===== config.mk =====
export PLATFORM = sky130hd
export DESIGN_NAME = branch_condition_unit
export DESIGN_NICKNAME = d
export VERILOG_FILES = /design/src/rtl/bcu_pkg.sv /design/src/rtl/branch_condition_unit_cond_evaluator.sv /design/src/rtl/branch_condition_unit.sv
export SDC_FILE = /design/constraint.sdc
export NUM_CORES = 1
export LEC_CHECK = 0
export ABC_CLOCK_PERIOD_IN_PS = 2600
export CAP_MARGIN = 20
export CORE_UTILIZATION = 30
export CTS_BUF_LIST = sky130_fd_sc_hd__clkbuf_8 sky130_fd_sc_hd__clkbuf_16
export DETAILED_ROUTE_END_ITERATION = 7
export DONT_BUFFER_PORTS = 1
export GPL_TIMING_DRIVEN = 0
export PLACE_DENSITY = 0.51
export SLEW_MARGIN = 20
export SYNTH_ARGS = -nofsm -noshare
export SYNTH_HDL_FRONTEND = slang
export SYNTH_SLANG_ARGS = --single-unit

===== constraint.sdc =====
create_clock -name Clock -period 2.6 [get_ports Clock]
set_input_delay 0.39 -clock Clock [delete_from_list [all_inputs] [get_ports Clock]]
set_output_delay 0.39 -clock Clock [all_outputs]
set_load 0.02 [all_outputs]

===== src/rtl/bcu_pkg.sv =====
// Shared definitions for the branch condition unit: widths, flag bit
// positions, condition code encodings and the controller state type.
package bcu_pkg;

   localparam int unsigned COND_W = 4;
   localparam int unsigned FLAG_W = 5;

   // Bit positions inside SavedFlags
   localparam int unsigned FLAG_C = 0;
   localparam int unsigned FLAG_L = 1;
   localparam int unsigned FLAG_F = 2;
   localparam int unsigned FLAG_Z = 3;
   localparam int unsigned FLAG_N = 4;

   // Condition codes carried on ReqCond
   localparam logic [COND_W-1:0] COND_EQ = 4'b0000;
   localparam logic [COND_W-1:0] COND_NE = 4'b0001;
   localparam logic [COND_W-1:0] COND_CS = 4'b0010;
   localparam logic [COND_W-1:0] COND_CC = 4'b0011;
   localparam logic [COND_W-1:0] COND_HI = 4'b0100;
   localparam logic [COND_W-1:0] COND_LS = 4'b0101;
   localparam logic [COND_W-1:0] COND_GT = 4'b0110;
   localparam logic [COND_W-1:0] COND_LE = 4'b0111;
   localparam logic [COND_W-1:0] COND_FS = 4'b1000;
   localparam logic [COND_W-1:0] COND_FC = 4'b1001;
   localparam logic [COND_W-1:0] COND_LO = 4'b1010;
   localparam logic [COND_W-1:0] COND_HS = 4'b1011;
   localparam logic [COND_W-1:0] COND_LT = 4'b1100;
   localparam logic [COND_W-1:0] COND_GE = 4'b1101;
   localparam logic [COND_W-1:0] COND_UC = 4'b1110;
   localparam logic [COND_W-1:0] COND_NV = 4'b1111;

   typedef enum logic [1:0] {
      ST_IDLE = 2'd0,
      ST_WAIT = 2'd1,
      ST_RESP = 2'd2
   } state_e;

endpackage


===== src/rtl/branch_condition_unit_cond_evaluator.sv =====
// Combinational resolution of a condition code against the saved flags.
module cond_evaluator
   import bcu_pkg::*;
(
   input  logic [FLAG_W-1:0] SavedFlags,
   input  logic [COND_W-1:0] ReqCond,
   output logic              Taken
);

   logic w_c, w_l, w_f, w_z, w_n;

   assign w_c = SavedFlags[FLAG_C];
   assign w_l = SavedFlags[FLAG_L];
   assign w_f = SavedFlags[FLAG_F];
   assign w_z = SavedFlags[FLAG_Z];
   assign w_n = SavedFlags[FLAG_N];

   // Decode the condition code into a taken decision
   always_comb begin
      Taken = 1'b0;
      case (ReqCond)
         COND_EQ: Taken = w_z;
         COND_NE: Taken = ~w_z;
         COND_CS: Taken = w_c;
         COND_CC: Taken = ~w_c;
         COND_HI: Taken = w_l;
         COND_LS: Taken = ~w_l;
         COND_GT: Taken = w_n;
         COND_LE: Taken = ~w_n;
         COND_FS: Taken = w_f;
         COND_FC: Taken = ~w_f;
         COND_LO: Taken = ~w_l & ~w_z;
         COND_HS: Taken = w_l | w_z;
         COND_LT: Taken = ~w_n & ~w_z;
         COND_GE: Taken = w_n | w_z;
         COND_UC: Taken = 1'b1;
         COND_NV: Taken = 1'b0;
      endcase
   end

endmodule


===== src/rtl/branch_condition_unit.sv =====
// Branch condition unit: holds a conditional branch until all older
// flag-setting instructions have written the flag register, then
// returns taken/target to fetch over a valid/ready handshake.
// Optional BCU_STATS_EN adds TakenCount and StallCycles outputs.
module branch_condition_unit
   import bcu_pkg::*;
#(
   parameter int unsigned ADDR_W      = 16,
   parameter int unsigned MAX_PENDING = 3
) (
   input  logic              Clock,
   input  logic              Reset_n,
   input  logic [FLAG_W-1:0] SavedFlags,
   input  logic              FlagWriteIssue,
   input  logic              FlagWriteDone,
   input  logic              ReqValid,
   output logic              ReqReady,
   input  logic [COND_W-1:0] ReqCond,
   input  logic [ADDR_W-1:0] ReqTarget,
   output logic              RespValid,
   input  logic              RespReady,
   output logic              RespTaken,
   output logic [ADDR_W-1:0] RespTarget,
   output logic              FlagCntError
`ifdef BCU_STATS_EN
   ,
   output logic [15:0]       TakenCount,
   output logic [15:0]       StallCycles
`endif
);

   localparam int unsigned P_W = $clog2(MAX_PENDING + 1);
   localparam logic [P_W-1:0] P_MAX = P_W'(MAX_PENDING);

   state_e              r_state, w_next;
   logic [P_W-1:0]      r_pending;
   logic [P_W-1:0]      r_wait;
   logic                r_err;
   logic [COND_W-1:0]   r_cond;
   logic                r_taken;
   logic [ADDR_W-1:0]   r_target;

   logic                w_inc, w_dec, w_accept, w_p_zero, w_w_zero;
   logic [COND_W-1:0]   w_eval_cond;
   logic                w_eval_taken;

   assign w_inc    = FlagWriteIssue & ~FlagWriteDone;
   assign w_dec    = FlagWriteDone & ~FlagWriteIssue;
   assign w_accept = (r_state == ST_IDLE) & ReqValid;
   assign w_p_zero = (r_pending == '0);
   assign w_w_zero = (r_wait == '0);

   // Single evaluator: live condition on the IDLE fast path, captured one in WAIT
   assign w_eval_cond = (r_state == ST_IDLE) ? ReqCond : r_cond;

   cond_evaluator u_eval (
      .SavedFlags (SavedFlags),
      .ReqCond    (w_eval_cond),
      .Taken      (w_eval_taken)
   );

   // In-flight flag writer count with saturation and sticky error
   always_ff @(posedge Clock or negedge Reset_n) begin
      if (!Reset_n) begin
         r_pending <= '0;
         r_err     <= 1'b0;
      end else if (w_inc) begin
         if (r_pending == P_MAX) r_err <= 1'b1;
         else                    r_pending <= r_pending + 1'b1;
      end else if (w_dec) begin
         if (w_p_zero) r_err <= 1'b1;
         else          r_pending <= r_pending - 1'b1;
      end
   end

   // State register
   always_ff @(posedge Clock or negedge Reset_n) begin
      if (!Reset_n) r_state <= ST_IDLE;
      else          r_state <= w_next;
   end

   // Next-state selection
   always_comb begin
      w_next = r_state;
      case (r_state)
         ST_IDLE: if (ReqValid)  w_next = w_p_zero ? ST_RESP : ST_WAIT;
         ST_WAIT: if (w_w_zero)  w_next = ST_RESP;
         ST_RESP: if (RespReady) w_next = ST_IDLE;
         default:                w_next = ST_IDLE;
      endcase
   end

   // Request capture, older-writer wait count and registered decision.
   // A Done in the accept cycle retires one of the older writers, so it is
   // subtracted from the snapshot; an Issue in that cycle is younger and ignored.
   always_ff @(posedge Clock or negedge Reset_n) begin
      if (!Reset_n) begin
         r_wait   <= '0;
         r_cond   <= '0;
         r_taken  <= 1'b0;
         r_target <= '0;
      end else if (w_accept) begin
         r_cond   <= ReqCond;
         r_target <= ReqTarget;
         if (w_p_zero) r_taken <= w_eval_taken;
         else          r_wait  <= r_pending - P_W'(FlagWriteDone);
      end else if (r_state == ST_WAIT) begin
         if (w_w_zero)           r_taken <= w_eval_taken;
         else if (FlagWriteDone) r_wait  <= r_wait - 1'b1;
      end
   end

   assign ReqReady     = (r_state == ST_IDLE);
   assign RespValid    = (r_state == ST_RESP);
   assign RespTaken    = r_taken;
   assign RespTarget   = r_target;
   assign FlagCntError = r_err;

`ifdef BCU_STATS_EN
   logic [15:0] r_taken_cnt;
   logic [15:0] r_stall_cnt;

   // Count handshaked taken responses and cycles spent waiting on flags
   always_ff @(posedge Clock or negedge Reset_n) begin
      if (!Reset_n) begin
         r_taken_cnt <= '0;
         r_stall_cnt <= '0;
      end else begin
         if (RespValid && RespReady && r_taken) r_taken_cnt <= r_taken_cnt + 16'd1;
         if (r_state == ST_WAIT)                r_stall_cnt <= r_stall_cnt + 16'd1;
      end
   end

   assign TakenCount  = r_taken_cnt;
   assign StallCycles = r_stall_cnt;
`endif

endmodule


==> reports/metrics.cfg <==
[run_status]
status = finished clean

[logic_synthesis]
ys_top_cells_by_count = dfrtp_1, mux2_2, nand3_1
synthDistinctLibCells = 39
synth_edf_count = 0
yosys-top-cells-area = dfrtp_1, mux2_2, nand3_1, xor2_1, o21ai_0
yosysTopAreaCellShare_pct = 44.7
yosysSeqAreaShare_pct = 44.7
syn-num-nets = 186
syn_area_um2 = 1570
ys_ff_latch = 28
synthCells = 152
synthFlopType = dfrtp_1
async_reset_ff_share_pct = 100
syn_area_per_cell_um2 = 10.3
yosys.area.top_type = dfrtp_1
synth_most_common_cell = dfrtp_1
ys_warn_count = 0

[cells_and_area]
multi_input_area_um2 = 787
drive_above_1_share_pct = 22.8
final_area_um2 = 1750
fillCellCount = 515
final_nets = 193
regArea_um2 = 701
syn2layout_area_growth_pct = 11.8
antennaDiodeCount = 0
final_util_pct = 35.9

[route]
first_pass_iters = 4
detail_route.wl_per_cell_um = 15.2
ant_nets = 0
via_count = 1154
vias_per_cell = 5.13
drc_errors = 0
routed_wl_mm = 3.43
drtIter0Drc = 51

[floorplan]
io_pins = 51
coreArea_um2 = 4880
die-area_um2 = 5510
fp.dieH_um = 74.3
initial_utilization_pct = 32.1
std_cell_rows = 25
die_x_um = 74.3

[worst_setup_path]
start_kind = flop
critical_path_class = reg -> reg
r2r_end = RespTarget[11]$_DFFE_PN0P_
startpoint = r_state[1]$_DFFE_PN0P_
r2r_setup_slack_ns = 0.61
r2r-start = r_state[1]$_DFFE_PN0P_
r2r_cells = 6
crit_required_ns = 2.77
end_kind = flop
critPathMaxFanout = 10
endpoint = RespTarget[11]$_DFFE_PN0P_
arrival_ns = 2.16

[pwr]
ir_drop_uv = 491
power.total_mw = 2.23
p_per_area_nw_per_um2 = 1270
p_leak_nw = 0.714

[clock_tree]
clkSinkCount = 28
cts-resized-gates = 0
holdBufCountCts = 2
cts_tree = done
cts_root_buf = clkbuf_8
insertion_delay_ns = 0.28
ctsHtreeMaxLevel = 1
clk_path_buf_depth = 2
path_clk_slew_ns = 0.10
cts_setup_buffers = 0
numCtsBuffers = 3

[timing]
hold_viol = 0
rsz0062_at_grt = false
fmax_mhz = 502
period_needed_ns = 1.99
slew_viol_final = 0
fin_skew_ns = 0.00525
slew_headroom_pct = 69.9
setup_viol = 0
worst_pin_slew_ns = 0.451
setup-tns-final_ns = 0
post-route-period-util_pct = 76.7

[place]
dpl_cell_area_um2 = 1650
hpwlAfterDp_mm = 2.59
place_congestion = 0.806
io_buffers = 0

[grt]
grt_overflow = 0
antenna_found_initial = 0
grt_pass1_wl_mm = 5.49
grt_max_degree = 29
grt_pass1_vias = 1167
grt_usage_pct = 12.8

[worst_hold_path]
hold_class = in -> reg

[job]
maxCapViolCount = 0

==> worst max-delay path: stages, from the launching register on <==
cell and delay (ns):
dfrtp_1 0.44, or2_4 0.28, inv_2 0.11, and2_1 0.13, clkbuf_1 0.26, buf_2 0.30
mux2_2 0.37
==> metal layers <==
layer	wire, µm	vias to the layer above	global-route usage (%)
met3	288	5	3.52
met4	31	0	3.14
met1	1430	554	16.9
met5	0	-	0
li1	-	551	-
met2	1670	44	20.8
==> logic make-up after synthesis <==
| kind of cell | share of synthesized area [%] |
|---|---|
| AND/OR/NAND/NOR | 16.2 |
| XOR/XNOR | 3.91 |
| buffers and inverters | 5.03 |
| AO/OA/AOI/OAI | 11.3 |
| multiplexers | 16.5 |
| adder cells (fa/ha/maj) | 2.40 |
| flip-flops | 44.7 |
==> through the flow <==
step / instances / hold slack, ns / setup WS (ns)
2_1_floorplan: 152 / 0.0944 / 0.847
3_3_place_gp: 219 / 0.0953 / 0.616
3_5_place_dp: 219 / 0.0951 / 0.612
4_1_cts: 225 / 0.252 / 0.596
5_1_grt: 225 / 0.242 / 0.460
6_report: 225 / 0.254 / 0.607
==> final cells by class <==
| class | instances | area share [%] |
|---|---|---|
| repair buffers | 2 | 1.71 |
| clock buffers | 3 | 2.36 |
| clock inverters | 1 | 1.71 |
| flip-flops and latches | 28 | 40.0 |
| multi-input cells | 106 | 44.9 |
| well taps | 67 | 4.79 |
| plain buffers | 9 | 2.57 |
| inverters | 9 | 1.93 |
==> flip-flops by register name, summed over array words and instances (netlist names) <==
| register | count |
|---|---|
| r_wait | 2 |
| r_pending | 2 |
| r_state | 2 |
| FlagCntError | 1 |
| r_cond | 4 |
| RespTarget | 16 |
| RespTaken | 1 |
==> report_power, final <==
| group | total (mW) | internal [mW] | leakage (nW) | switching (mW) |
|---|---|---|---|---|
| clock | 0.346 | 0.206 | 0.0357 | 0.139 |
| sequential | 0.967 | 0.643 | 0.330 | 0.324 |
| combinational | 0.920 | 0.439 | 0.349 | 0.481 |
==> cell usage in the layout (no fill, tap or decap), types with 2 or more instances in the layout <==
cell	synthesis	routed
ha_1	3	3
nand2b_1	2	2
o21ai_0	8	8
mux2_2	20	20
inv_1	8	8
nand3_1	12	12
nand2_1	8	8
a21oi_1	6	6
dfrtp_1	28	28
clkbuf_1	4	4
nor4_1	3	3
nor2_1	4	4
nor2b_1	2	2
nor3b_1	4	4
nor3_1	3	3
or2_2	2	2
a31oi_1	4	4
or3_1	3	3
xor2_1	6	6
buf_2	3	3
clkbuf_8	0	3
==> worst min-delay path by stage <==
stage / start / endpoint / slack [ns] / depth (start not counted)
5_1_grt: ReqTarget[10] / RespTarget[10]$_DFFE_PN0P_ / 0.24 / 1
6_report: ReqTarget[6] / RespTarget[6]$_DFFE_PN0P_ / 0.25 / 1
2_1_floorplan: Reset_n / FlagCntError$_DFFE_PN0P_ / 0.09 / 0
4_1_cts: ReqTarget[14] / RespTarget[14]$_DFFE_PN0P_ / 0.25 / 1
3_5_place_dp: Reset_n / RespTarget[3]$_DFFE_PN0P_ / 0.1 / 0
3_3_place_gp: Reset_n / RespTarget[12]$_DFFE_PN0P_ / 0.1 / 0
Power figures use the tool's default switching activity.
